`src/rtl/sevenseg_pkg.sv`:
```
// Shared glyph patterns and digit-slot encoding for the seven-segment scan driver.
// All segment patterns are active-low, ordered {g,f,e,d,c,b,a}.
package sevenseg_pkg;

    localparam logic [6:0] GLYPH_0     = 7'b1000000;
    localparam logic [6:0] GLYPH_1     = 7'b1111001;
    localparam logic [6:0] GLYPH_2     = 7'b0100100;
    localparam logic [6:0] GLYPH_3     = 7'b0110000;
    localparam logic [6:0] GLYPH_4     = 7'b0011001;
    localparam logic [6:0] GLYPH_5     = 7'b0010010;
    localparam logic [6:0] GLYPH_6     = 7'b0000010;
    localparam logic [6:0] GLYPH_7     = 7'b1111000;
    localparam logic [6:0] GLYPH_8     = 7'b0000000;
    localparam logic [6:0] GLYPH_9     = 7'b0010000;
    localparam logic [6:0] GLYPH_U     = 7'b1000001;
    localparam logic [6:0] GLYPH_D     = 7'b0100001;
    localparam logic [6:0] GLYPH_B     = 7'b0000011;
    localparam logic [6:0] GLYPH_L     = 7'b1000111;
    localparam logic [6:0] GLYPH_H     = 7'b0001001;
    localparam logic [6:0] GLYPH_BLANK = 7'b1111111;

    // slot      | meaning
    // DIG_UNITS | decimal units of count, carries the change-flash DP
    // DIG_TENS  | '1' when count >= 10, otherwise blank
    // DIG_SPARE | always blank
    // DIG_MODE  | mode glyph selected by ctrl
    typedef enum logic [1:0] {
        DIG_UNITS = 2'd0,
        DIG_TENS  = 2'd1,
        DIG_SPARE = 2'd2,
        DIG_MODE  = 2'd3
    } digit_e;

    function automatic logic [6:0] mode_glyph(input logic [2:0] ctrl);
        mode_glyph = GLYPH_H;
        case (ctrl)
            3'd0:    mode_glyph = GLYPH_U;
            3'd1:    mode_glyph = GLYPH_D;
            3'd2:    mode_glyph = GLYPH_B;
            3'd3:    mode_glyph = GLYPH_L;
            default: mode_glyph = GLYPH_H;
        endcase
    endfunction

endpackage

```
`src/rtl/sevenseg_scan_driver_seg_decoder.sv`:
```
// Decimal digit to active-low seven-segment pattern; anything above 9 renders blank.
module seg_decoder
    import sevenseg_pkg::*;
(
    input  logic [3:0] i_digit,
    output logic [6:0] o_seg
);

    always_comb begin
        o_seg = GLYPH_BLANK;
        case (i_digit)
            4'd0:    o_seg = GLYPH_0;
            4'd1:    o_seg = GLYPH_1;
            4'd2:    o_seg = GLYPH_2;
            4'd3:    o_seg = GLYPH_3;
            4'd4:    o_seg = GLYPH_4;
            4'd5:    o_seg = GLYPH_5;
            4'd6:    o_seg = GLYPH_6;
            4'd7:    o_seg = GLYPH_7;
            4'd8:    o_seg = GLYPH_8;
            4'd9:    o_seg = GLYPH_9;
            default: o_seg = GLYPH_BLANK;
        endcase
    end

endmodule

```
`src/rtl/sevenseg_scan_driver.sv`:
```
// Four-digit common-anode scan driver: units, tens, spare, mode glyph, with a
// change-flash decimal point. count/ctrl come from a slower clock domain.
module sevenseg_scan_driver
    import sevenseg_pkg::*;
#(
    parameter int DIGIT_TICKS = 100000,
    parameter int BLANK_TICKS = 2000,
    parameter int FLASH_TICKS = 25000000
)
(
    input  logic       clk,
    input  logic       rst,
    input  logic [3:0] i_count,
    input  logic [2:0] i_ctrl,
    input  logic       i_disp_en,
    output logic [3:0] o_an,
    output logic [6:0] o_seg,
    output logic       o_dp
);

    localparam int TICK_W  = $clog2(DIGIT_TICKS);
    localparam int FLASH_W = $clog2(FLASH_TICKS + 1);

    localparam logic [TICK_W-1:0]  TICK_LAST  = TICK_W'(DIGIT_TICKS - 1);
    localparam logic [TICK_W-1:0]  TICK_BLANK = TICK_W'(BLANK_TICKS);
    localparam logic [FLASH_W-1:0] FLASH_LOAD = FLASH_W'(FLASH_TICKS);

    logic [3:0]         r_count_s1;
    logic [3:0]         r_count_s2;
    logic [2:0]         r_ctrl_s1;
    logic [2:0]         r_ctrl_s2;
    logic [3:0]         r_disp_count;
    logic [2:0]         r_disp_ctrl;
    logic [FLASH_W-1:0] r_flash_cnt;
    logic [TICK_W-1:0]  r_tick_cnt;
    digit_e             r_digit;
    logic [3:0]         r_an;
    logic [6:0]         r_seg;
    logic               r_dp;

    logic               w_count_load;
    logic               w_tens_on;
    logic [3:0]         w_units;
    logic [6:0]         w_units_seg;

    // Two matching samples in a row means all four bits have landed.
    assign w_count_load = (r_count_s2 == r_count_s1);
    assign w_tens_on    = (r_disp_count >= 4'd10);
    assign w_units      = w_tens_on ? (r_disp_count - 4'd10) : r_disp_count;

    seg_decoder u_units_dec (
        .i_digit (w_units),
        .o_seg   (w_units_seg)
    );

    always_ff @(posedge clk) begin
        if (!rst) begin
            r_count_s1   <= '0;
            r_count_s2   <= '0;
            r_ctrl_s1    <= '0;
            r_ctrl_s2    <= '0;
            r_disp_count <= '0;
            r_disp_ctrl  <= '0;
            r_flash_cnt  <= '0;
        end else begin
            r_count_s1 <= i_count;
            r_count_s2 <= r_count_s1;
            r_ctrl_s1  <= i_ctrl;
            r_ctrl_s2  <= r_ctrl_s1;
            if (r_ctrl_s2 == r_ctrl_s1)
                r_disp_ctrl <= r_ctrl_s2;
            if (w_count_load)
                r_disp_count <= r_count_s2;
            if (w_count_load && (r_count_s2 != r_disp_count))
                r_flash_cnt <= FLASH_LOAD;
            else if (r_flash_cnt != '0)
                r_flash_cnt <= r_flash_cnt - FLASH_W'(1);
        end
    end

    always_ff @(posedge clk) begin
        if (!rst) begin
            r_tick_cnt <= '0;
            r_digit    <= DIG_UNITS;
        end else if (r_tick_cnt == TICK_LAST) begin
            r_tick_cnt <= '0;
            r_digit    <= digit_e'(r_digit + 2'd1);
        end else begin
            r_tick_cnt <= r_tick_cnt + TICK_W'(1);
        end
    end

    // Output stage lags the scan counter by one clk.
    always_ff @(posedge clk) begin
        if (!rst) begin
            r_an  <= 4'b1111;
            r_seg <= GLYPH_BLANK;
            r_dp  <= 1'b1;
        end else if ((r_tick_cnt < TICK_BLANK) || !i_disp_en) begin
            r_an  <= 4'b1111;
            r_seg <= GLYPH_BLANK;
            r_dp  <= 1'b1;
        end else begin
            r_an <= ~(4'b0001 << r_digit);
            r_dp <= 1'b1;
            case (r_digit)
                DIG_UNITS: begin
                    r_seg <= w_units_seg;
                    r_dp  <= (r_flash_cnt == '0);
                end
                DIG_TENS:  r_seg <= w_tens_on ? GLYPH_1 : GLYPH_BLANK;
                DIG_SPARE: r_seg <= GLYPH_BLANK;
                default:   r_seg <= mode_glyph(r_disp_ctrl);
            endcase
        end
    end

    assign o_an  = r_an;
    assign o_seg = r_seg;
    assign o_dp  = r_dp;

endmodule

```
`config.mk`:
```
export PLATFORM = sky130hd
export DESIGN_NAME = sevenseg_scan_driver
export DESIGN_NICKNAME = d
export VERILOG_FILES = /design/src/rtl/sevenseg_pkg.sv /design/src/rtl/sevenseg_scan_driver_seg_decoder.sv /design/src/rtl/sevenseg_scan_driver.sv
export SDC_FILE = /design/constraint.sdc
export NUM_CORES = 1
export LEC_CHECK = 0
export ABC_AREA = 1
export BUFFER_PORTS_ARGS = -buffer_cell sky130_fd_sc_hd__buf_2
export CORE_MARGIN = 2
export CORE_UTILIZATION = 38
export DETAILED_ROUTE_END_ITERATION = 8
export MAX_ROUTING_LAYER = met4
export PLACE_DENSITY = 0.51
export SLEW_MARGIN = 20
export SYNTH_ARGS = -nofsm -noshare
export SYNTH_HDL_FRONTEND = slang
export SYNTH_HIERARCHICAL = 1
export SYNTH_SLANG_ARGS = --single-unit
export TNS_END_PERCENT = 50
```
`constraint.sdc`:
```
create_clock -name clk -period 4.8 [get_ports clk]
set_clock_uncertainty 0.05 [all_clocks]
set_input_delay 0.96 -clock clk [delete_from_list [all_inputs] [get_ports clk]]
set_output_delay 0.96 -clock clk [all_outputs]
set_load 0.01 [all_outputs]
```
==> impl_metrics.json <==
{
  "ctsResizeCount": 0,
  "min_path_type": "register to register",
  "fin_ws_ns": 2.491,
  "timing.final.crit_share_pct": 48.11,
  "core_area_um2": 10280,
  "drc_errors": 0,
  "cp-start-kind": "register",
  "postCtsSetupRepairBufs": 0,
  "reg2reg_slack_ns": 2.49,
  "avgSynthCellArea_um2": 7.095,
  "cts_hold_buf": 0,
  "diodes": 0,
  "grt_pass1_vias": 3295,
  "hold_start": "r_count_s1[0]",
  "avgViaCountPerCell": 4.740,
  "worstSkewPairLatency_ns": 0.35,
  "start_util_pct": 38.93,
  "hold_viol_final": 0,
  "cts_buffers": 9,
  "cts_tree": "yes",
  "area_growth_pct": 8.130,
  "ys_seq_area_share_pct": 38.52,
  "drive_gt1_share_pct": 12.61,
  "crit_fanout": 8,
  "dr.pass1.iters": 4,
  "endpoint_kind": "register",
  "antenna_left": 0,
  "num_vias": 3427,
  "hold_depth": 2,
  "clkTransAtPathRegs_ns": 0.08,
  "ir_drop_uv": 175.5,
  "wl_met3_um": 142,
  "fin_nets": 608,
  "netlist_instances": 564,
  "crit_type": "register to register",
  "gp_congestion": 0.8423,
  "worst_pin_slew_ns": 0.8836,
  "drt_iter0_markers": 135,
  "yosysUniqueCellTypes": 37,
  "worstPathArrival_ns": 2.47,
  "worst_r2r_endpoint": "o_seg[6]",
  "max_freq_ghz": 0.4331,
  "num_rows": 37,
  "antenna_found_initial": 0,
  "dieArea_um2": 11370,
  "finalWirelength_mm": 8.546,
  "avgRoutedWirePerCell_um": 11.82,
  "ys_warn_count": 6,
  "slowest_delay_ns": 0.64,
  "cp_slowest_cell": "o21ai_0",
  "synthesis.area_um2": 4001,
  "clock_sinks": 77,
  "maxSlewHeadroom_pct": 41.09,
  "cap_violations": 0,
  "cts_root_buffer": "clkbuf_8",
  "power.leakage_nw": 1.978,
  "grt_overflow": 0,
  "run_status": "complete, no violations",
  "reg2regPathDepth": 10,
  "reg2reg_from": "r_disp_count[1]",
  "ys_seq_elements": 77,
  "hpwlAfterDp_mm": 6.399,
  "die_height_um": 106.6,
  "path_common_cell": "nand2_1",
  "fill_cells": 1130,
  "fin_crit_ns": 2.309,
  "met1_length_mm": 4.057,
  "h-tree-depth": 3,
  "drv_slew": 0,
  "syn_nets": 588,
  "io_buffers": 21,
  "place_ws_ns": 2.216,
  "cp.required_ns": 4.96,
  "track_usage_pct": 16.62,
  "p_per_area_nw_per_um2": 504.7,
  "fp.dieW_um": 106.6,
  "finalSetupTns_ns": 0,
  "cp_cell_sequence": "inv_1 > ha_1 > o21ai_0 > o21ai_0 > nand2_1 > nand2_1 > nand2_1 > a21oi_1 > a311oi_1 > nand2_1",
  "cts_buffer_depth": 2,
  "final_area_um2": 4327,
  "holdPathEnd": "r_count_s2[0]",
  "place_area_um2": 4180,
  "routed.top_layer": "met4",
  "routed-wl-met2_mm": 4.175,
  "grt_pass1_wl_mm": 14.64,
  "setup_viol": 0,
  "grt_max_degree": 29,
  "ios": 22,
  "rsz0062_at_grt": "no"
}
-- state kept, by name, indices dropped and copies added (netlist names), 4 cells and up --
name,flops
o_seg,7
r_tick_cnt,17
r_count_s2,4
r_flash_cnt,25
o_an,4
r_disp_count,4
r_count_s1,4
-- power by group --
group          switching [mW]  internal, mW  total [mW]
sequential              0.102         0.734       0.836
combinational           0.615         0.322       0.937
clock                   0.230         0.180       0.411
-- worst max-delay path by stage --
stage	startpoint	to	slack, ns	depth (start not counted)
after CTS	r_disp_count[1]	o_seg[6]	2.48	10
after global placement	rst	o_seg[4]	2.24	4
after floorplan	r_disp_count[1]	o_seg[6]	2.73	10
after global routing	r_disp_count[1]	o_seg[6]	2.14	10
final	r_disp_count[1]	o_seg[6]	2.49	10
after detailed placement	rst	o_seg[4]	2.22	4
-- per-layer routing --
metal / track usage (%) / up-vias
li1: - / 1819
met2: 28.30 / 25
met1: 19.10 / 1569
met5: - / -
met3: 2.553 / 14
met4: 8.163 / 0
-- through the flow --
step | utilization (%) | hold WS (ns) | total power [mW] | std cells
6_report | 42.10 | 0.3897 | 2.184 | 723
5_1_grt | 42.10 | 0.4132 | 2.393 | 723
4_1_cts | 42.10 | 0.3926 | 2.207 | 723
3_5_place_dp | 40.67 | 0.3819 | 1.786 | 709
3_3_place_gp | 40.67 | 0.3760 | 1.775 | 709
2_1_floorplan | - | 0.3686 | 1.596 | 564
-- critical path: cells and delay by family, from the launching register on --
family	cells	cell delay [ns]
compound gates	4	1.11
fa+ha+maj	1	0.29
buf+inv	1	0.09
flops	1	0.35
simple gates	4	0.28
-- cell families (layout without fill, tap and decap cells) --
group | count (synthesis) | count (layout) | synth area share, %
AND/OR/NAND/NOR | 301 | 301 | 34.43
buffers and inverters | 90 | 113 | 9.725
flip-flops | 77 | 77 | 38.52
AO/OA/AOI/OAI | 63 | 63 | 8.787
XOR/XNOR | 19 | 19 | 4.159
adder cells (fa/ha/maj) | 14 | 14 | 4.378
-- cell type report --
class / count / area (µm²) / share of cell area, %
Multi-Input combinational cell: 397 / 2071 / 47.86
Sequential cell: 77 / 1541 / 35.63
Inverter: 78 / 292.8 / 6.767
Tap cell: 136 / 170.2 / 3.933
Clock buffer: 11 / 131.4 / 3.036
Timing Repair Buffer: 21 / 105.1 / 2.429
Clock inverter: 3 / 15.01 / 0.3470
-- Yosys cell counts (all sizes together) --
| cell type | number | area share (%) |
|---|---|---|
| a311oi | 1 | 0.22 |
| nor3 | 11 | 1.7 |
| clkbuf | 5 | 0.47 |
| or2 | 2 | 0.31 |
| o21ai | 17 | 2.2 |
| inv | 77 | 7.2 |
| nand4 | 17 | 2.7 |
| buf | 7 | 1.9 |
| a21o | 1 | 0.19 |
| ha | 14 | 4.4 |
| nand3 | 42 | 5.6 |
| xor2 | 12 | 2.6 |
| xnor2 | 7 | 1.5 |
| nand3b | 2 | 0.38 |
| o211ai | 1 | 0.19 |
| a21boi | 1 | 0.19 |
| a21oi | 40 | 5.4 |
| nor4 | 1 | 0.16 |
| o21bai | 1 | 0.19 |
| o2111ai | 1 | 0.22 |
| clkinv | 1 | 0.094 |
| dfxtp | 77 | 39 |
| nor2 | 81 | 9.3 |
| nand2 | 145 | 14 |
-- placed cells by master, fill, tap and decap left out, types with 12 or more instances in the layout --
master	instances
dfxtp_1	77
buf_2	21
inv_1	71
a21oi_1	36
nand3_1	39
nor2_1	64
nor2_2	12
nand4_1	17
ha_1	14
xor2_1	12
o21ai_0	16
nand2_1	137
Power figures use the tool's default switching activity.
